<file path="src/rtl/program_buffer_pkg.sv">
// Purpose : shared types and constants for the nibble program buffer.
// Latency : n/a (types only).
// Backpressure: n/a.
package program_buffer_pkg;

   // Width of one program element as consumed by stack_cpu inbits.
   localparam int NIB_W = 4;

   // Replay controller states; encodings are fixed so other blocks can
   // decode them directly.
   typedef enum logic [1:0] {
      ST_IDLE = 2'b00,   // loading; no replay
      ST_RUN  = 2'b01,   // replaying, nibble/valid driven
      ST_DONE = 2'b10    // last nibble consumed, waiting for run to drop
   } pb_state_t;

   // Zero nibble driven whenever no replay is active.
   localparam logic [NIB_W-1:0] NIB_IDLE = '0;

endpackage

</file>
<file path="src/rtl/program_buffer_nibble_ram.sv">
// Purpose : DEPTH x 4-bit register file holding the stored program.
// Latency : write lands on the next posedge; read is combinational.
// Backpressure: none; the owner decides when a write is legal.
//
// Ports:
//   clk    in   system clock
//   we     in   write strobe for waddr/wdata
//   waddr  in   write slot
//   wdata  in   nibble to store
//   raddr  in   read slot
//   rdata  out  nibble at raddr (asynchronous)
module program_buffer_nibble_ram
   import program_buffer_pkg::*;
#(
   parameter int DEPTH  = 16,
   parameter int ADDR_W = 4
) (
   input  logic              clk,
   input  logic              we,
   input  logic [ADDR_W-1:0] waddr,
   input  logic [NIB_W-1:0]  wdata,
   input  logic [ADDR_W-1:0] raddr,
   output logic [NIB_W-1:0]  rdata
);

   // Contents are deliberately not reset: the program only becomes
   // observable through slots below count, which are always written first.
   logic [NIB_W-1:0] mem [DEPTH];

   always_ff @(posedge clk) begin
      if (we) begin
         mem[waddr] <= wdata;
      end
   end

   assign rdata = mem[raddr];

endmodule

</file>
<file path="src/rtl/program_buffer.sv">
// Purpose : loads a nibble program from the host, then replays it to stack_cpu.
// Latency : first nibble valid 1 cycle after run sampled in IDLE; each adv shows the next nibble 1 cycle later.
// Backpressure: consumer paces replay with adv; writes while full are dropped and flagged in overflow.
//
// Ports:
//   clk, rst        clock and synchronous active-high reset (highest priority)
//   clear           synchronous program wipe (count, pointers, flags, state)
//   wr_en, wr_data  append one nibble per cycle while idle
//   run             level: start/continue replay; dropping it aborts or leaves DONE
//   adv             consumer strobe: current nibble consumed
//   nibble, valid   current program nibble, qualified while replaying
//   done            replay finished
//   full, overflow  store full; sticky write-while-full flag
//   count           nibbles stored (ADDR_W+1 bits so DEPTH is representable)
module program_buffer
   import program_buffer_pkg::*;
#(
   parameter int DEPTH  = 16,
   parameter int ADDR_W = 4,
   parameter bit LOOP   = 1'b0
) (
   input  logic              clk,
   input  logic              rst,
   input  logic              clear,
   input  logic              wr_en,
   input  logic [NIB_W-1:0]  wr_data,
   input  logic              run,
   input  logic              adv,
   output logic [NIB_W-1:0]  nibble,
   output logic              valid,
   output logic              done,
   output logic              full,
   output logic              overflow,
   output logic [ADDR_W:0]   count
);

   localparam logic [ADDR_W:0] DEPTH_C = (ADDR_W+1)'(DEPTH);

   pb_state_t         state;
   logic [ADDR_W-1:0] wr_ptr;
   logic [ADDR_W-1:0] rd_ptr;
   logic [ADDR_W:0]   cnt_q;
   logic              ovf_q;
   logic [NIB_W-1:0]  rd_nib;
   logic              ram_we;
   logic              at_last;
   logic              wipe;

   // rst and clear share the same effect on control state.
   assign wipe = rst | clear;

   assign full = (cnt_q == DEPTH_C);

   // rd_ptr points at the final stored nibble. Only evaluated in RUN,
   // where count is at least 1, so the subtraction never underflows.
   assign at_last = ({1'b0, rd_ptr} == (cnt_q - 1'b1));

   // Writes only land while idle and not full; a concurrent wipe wins.
   assign ram_we = (state == ST_IDLE) && wr_en && !full && !wipe;

   program_buffer_nibble_ram #(
      .DEPTH  (DEPTH),
      .ADDR_W (ADDR_W)
   ) u_ram (
      .clk   (clk),
      .we    (ram_we),
      .waddr (wr_ptr),
      .wdata (wr_data),
      .raddr (rd_ptr),
      .rdata (rd_nib)
   );

   always_ff @(posedge clk) begin
      if (wipe) begin
         state  <= ST_IDLE;
         wr_ptr <= '0;
         rd_ptr <= '0;
         cnt_q  <= '0;
         ovf_q  <= 1'b0;
      end else begin
         unique case (state)
            ST_IDLE: begin
               // A write takes the whole cycle; run is only honoured on a
               // cycle without wr_en.
               if (wr_en) begin
                  if (!full) begin
                     // wr_ptr wraps to 0 on the DEPTH-th write; full then
                     // blocks any further advance.
                     wr_ptr <= wr_ptr + 1'b1;
                     cnt_q  <= cnt_q + 1'b1;
                  end else begin
                     ovf_q <= 1'b1;
                  end
               end else if (run && (cnt_q != '0)) begin
                  state  <= ST_RUN;
                  rd_ptr <= '0;
               end
            end

            ST_RUN: begin
               if (!run) begin
                  // Abort: adv in the same cycle is ignored.
                  state  <= ST_IDLE;
                  rd_ptr <= '0;
               end else if (adv) begin
                  if (!at_last) begin
                     rd_ptr <= rd_ptr + 1'b1;
                  end else if (LOOP) begin
                     rd_ptr <= '0;
                  end else begin
                     state <= ST_DONE;
                  end
               end
            end

            ST_DONE: begin
               if (!run) begin
                  state  <= ST_IDLE;
                  rd_ptr <= '0;
               end
            end

            default: begin
               state  <= ST_IDLE;
               rd_ptr <= '0;
            end
         endcase
      end
   end

   assign valid    = (state == ST_RUN);
   assign done     = (state == ST_DONE);
   assign nibble   = valid ? rd_nib : NIB_IDLE;
   assign overflow = ovf_q;
   assign count    = cnt_q;

endmodule

</file>
<file path="config.mk">
export PLATFORM = sky130hd
export DESIGN_NAME = program_buffer
export DESIGN_NICKNAME = d
export VERILOG_FILES = /design/src/rtl/program_buffer_pkg.sv /design/src/rtl/program_buffer_nibble_ram.sv /design/src/rtl/program_buffer.sv
export SDC_FILE = /design/constraint.sdc
export NUM_CORES = 1
export LEC_CHECK = 0
export ABC_AREA = 1
export BUFFER_PORTS_ARGS = -buffer_cell sky130_fd_sc_hd__clkbuf_2
export CELL_PAD_IN_SITES_DETAIL_PLACEMENT = 1
export CELL_PAD_IN_SITES_GLOBAL_PLACEMENT = 2
export CORE_MARGIN = 2
export CORE_UTILIZATION = 30
export CTS_BUF_LIST = sky130_fd_sc_hd__clkbuf_8
export DETAILED_ROUTE_END_ITERATION = 8
export GPL_ROUTABILITY_DRIVEN = 0
export PLACE_DENSITY_LB_ADDON = 0.1
export SLEW_MARGIN = 20
export SYNTH_ARGS = -nofsm -noshare
export SYNTH_HDL_FRONTEND = slang
export SYNTH_SLANG_ARGS = --single-unit
</file>
<file path="constraint.sdc">
create_clock -name clk -period 1.7 [get_ports clk]
set_input_delay 0.17 -clock clk [delete_from_list [all_inputs] [get_ports clk]]
set_output_delay 0.17 -clock clk [all_outputs]
set_load 0.02 [all_outputs]
</file>
==> impl_metrics.yaml <==
run_status:
  outcome: "complete, but fails checks"
  violations: "setup timing"
route:
  routedWlPerCell_um: 16.96
  final_antenna_net_count: 0
  drt_wl_total_um: 10080
  viasPerCell: 4.690
  drt_iter0_drc: 86
  route.detailed.drc: 0
  drt_first_pass_iters: 4
  via_count: 2786
yosys:
  ys_types: 27
  ys_seq_area_share_pct: 62.24
  yosysWarnings: 0
  netlist_instances: 369
  synth_area_um2: 3731
  ys_ff_latch: 84
  syn_avg_cell_area_um2: 10.11
  synth_fp_nets: 386
layout:
  fin_cells: 594
  insertedDiodeCount: 0
  drive_above_1_share_pct: 32.39
  area_growth_pct: 27.50
  post-route-util_pct: 39.44
  final_cell_mix: "edfxtp_1, nor2_1, nand2_1"
  nets: 438
  mostFrequentLayoutCell: "edfxtp_1"
critical_path:
  r2r-start: "count[0]$_SDFFE_PP0P_"
  slowest_delay_ns: 0.41
  critical_path.max_fanout: 8
  cp.arrival_ns: 1.79
  worst_path_max_delay_cell: "dfxtp_4"
  path_buf_inv: 4
  startpoint_type: "register"
  critPathCaptureType: "output port"
  crit_family: "buffers and inverters"
  worstPathCellList: "inv_4, buf_6, buf_4, o21ai_1, o221ai_2, nand3_2, a21oi_2, clkbuf_8"
  crit_type: "register to output port"
  worst_ep_required_time_ns: 1.53
die:
  io_pins: 23
  std_cell_rows: 40
  die_w_um: 115.5
  dieArea_um2: 13340
  core-area_um2: 12060
  die_h_um: 115.5
  start_util_pct: 30.93
sta:
  period_needed_ns: 1.959
  rsz0062_at_grt: "true"
  slew_violations: 0
  finalSetupViolations: 4
  fin_skew_ns: 0.01237
  worst_slew_pin_slew_ns: 0.4590
  max_freq_ghz: 0.5104
  relSlewSlack_pct: 69.40
  fin_ws_ns: -0.2591
  post-route-period-util_pct: 115.2
  hold_viol_final: 0
clock_network:
  worstSkewPairLatency_ns: 0.37
  h-tree-depth: 3
  clkSlewWorstSetupHoldPaths_ns: 0.08
  cts_hold_buf: 0
  cts_buffers: 9
  cts_root_buf: "clkbuf_8"
  cts.sinks: 84
  cts_tree: "built"
  ctsLongestPathBuffers: 2
place:
  dp_hpwl_um: 7323
  placed_cells: 575
  portBuffers: 22
  dp_slack_ns: -0.03746
power_and_ir_drop:
  p_per_area_nw_per_um2: 797.7
  p_leak_nw: 1.673
  ir_drop_v: 0.0004185
grt:
  grt_pass1_wl_um: 16060
  grt_overflow: 0
  track_usage_pct: 16.53
  grt_max_degree: 25
  antenna_found_initial: 0
  grt_pass1_vias: 2912
flow_run:
  maxCapViolCount: 0
min_path:
  hold_class: "input pin to register"
  min_from: "wr_en"
## worst reg2reg max path: cells and delay by family, from the launching register on
kind                     cells  cell delay (ns)
buffers and inverters        1             0.05
adder cells (fa/ha/maj)      1             0.26
AND/OR/NAND/NOR              9             0.82
flip-flops                   1             0.35
## layout make-up
cell class | count | area (µm²)
clock inverters | 7 | 42.54
flip-flops and latches | 84 | 2340
fillers | 1334 | 7305
repair buffers | 52 | 417.9
inverters | 30 | 115.1
repair inverters | 1 | 7.507
well taps | 168 | 210.2
multi-input cells | 243 | 1500
clock buffers | 9 | 123.9
## power by group
group          switching [mW]  total (mW)  internal (mW)  leakage, nW
clock                   0.736        1.26          0.522       0.0866
combinational           0.194       0.311          0.116        0.845
sequential             0.0159        2.23           2.21        0.742
total                   0.946        3.79           2.85         1.67
## metal layers
metal | vias to the layer above | global-route usage [%] | part of all wire (%)
met3 | 13 | 3.138 | 1.8
met2 | 18 | 25.58 | 46
li1 | 1381 | - | -
met1 | 1374 | 22.77 | 50
met4 | 0 | 6.988 | 1.9
met5 | - | 0 | 0
## metrics by stage
step / total power, mW / setup TNS (ns) / instance area [µm²] / hold slack [ns]
CTS: 3.847 / -1.114 / 4684 / 0.2213
floorplan: 2.427 / 0 / 3882 / 0.2689
detailed placement: 2.555 / -0.3484 / 4372 / 0.4693
global route: 3.966 / -1.348 / 4757 / 0.2571
global placement: 2.549 / -0.1018 / 4372 / 0.4524
finish: 3.795 / -0.9685 / 4757 / 0.2233
## sequential cells by signal, indices dropped and copies added, names as in the netlist, named ones only
register   count
rd_ptr         4
count          5
u_ram.mem     64
wr_ptr         4
overflow       1
state          2
## timing repair
| action | CTS | global route |
|---|---|---|
| resized for setup | 55 | 20 |
| cloned | 2 | 0 |
| buffers inserted | 0 | 3 |
| pin swaps | 17 | 17 |
| endpoints found under the setup margin | 15 | 74 |
## cells by family (layout without fill, tap and decap cells)
| logic type | Yosys count | count (layout) | synth area share, % |
|---|---|---|---|
| simple gates | 152 | 152 | 18.04 |
| flops | 84 | 84 | 62.24 |
| compound gates | 82 | 82 | 12.61 |
| buf+inv | 42 | 99 | 4.292 |
| fa+ha+maj | 7 | 7 | 2.347 |
| xor+xnor | 2 | 2 | 0.4696 |
## synth_stat cells
cell type | count | area, µm²
xnor2_1 | 1 | 8.760
nand2_4 | 1 | 11.26
o21ai_2 | 1 | 8.760
ha_1 | 7 | 87.58
a21oi_1 | 20 | 100.1
nor3b_1 | 1 | 7.510
o21ai_0 | 44 | 220.2
dfxtp_1 | 20 | 400.4
xor2_1 | 1 | 8.760
nand2_1 | 34 | 127.6
a21oi_4 | 1 | 16.27
nand4_1 | 2 | 12.51
nor2_2 | 3 | 18.77
nand2_2 | 4 | 25.02
inv_2 | 1 | 3.750
nand3_1 | 18 | 90.09
inv_1 | 29 | 108.9
o211ai_1 | 12 | 90.09
nor2_4 | 2 | 22.52
clkbuf_1 | 10 | 37.54
edfxtp_1 | 64 | 1922
nand3_2 | 4 | 40.04
nor4_1 | 1 | 6.260
o221ai_1 | 4 | 35.03
nor3_1 | 3 | 15.01
buf_2 | 2 | 10.01
nor2_1 | 79 | 296.5
## final timing paths
kind | cells after the start | endpoint | slack [ns]
max reg2reg | 11 | register | 0.10
min reg2reg | 2 | overflow$_SDFFE_PP0P_ | 0.48
max | 8 | nibble[0] | -0.26
min | 5 | overflow$_SDFFE_PP0P_ | 0.22
Note: power is estimated with default switching activity, not from simulation.
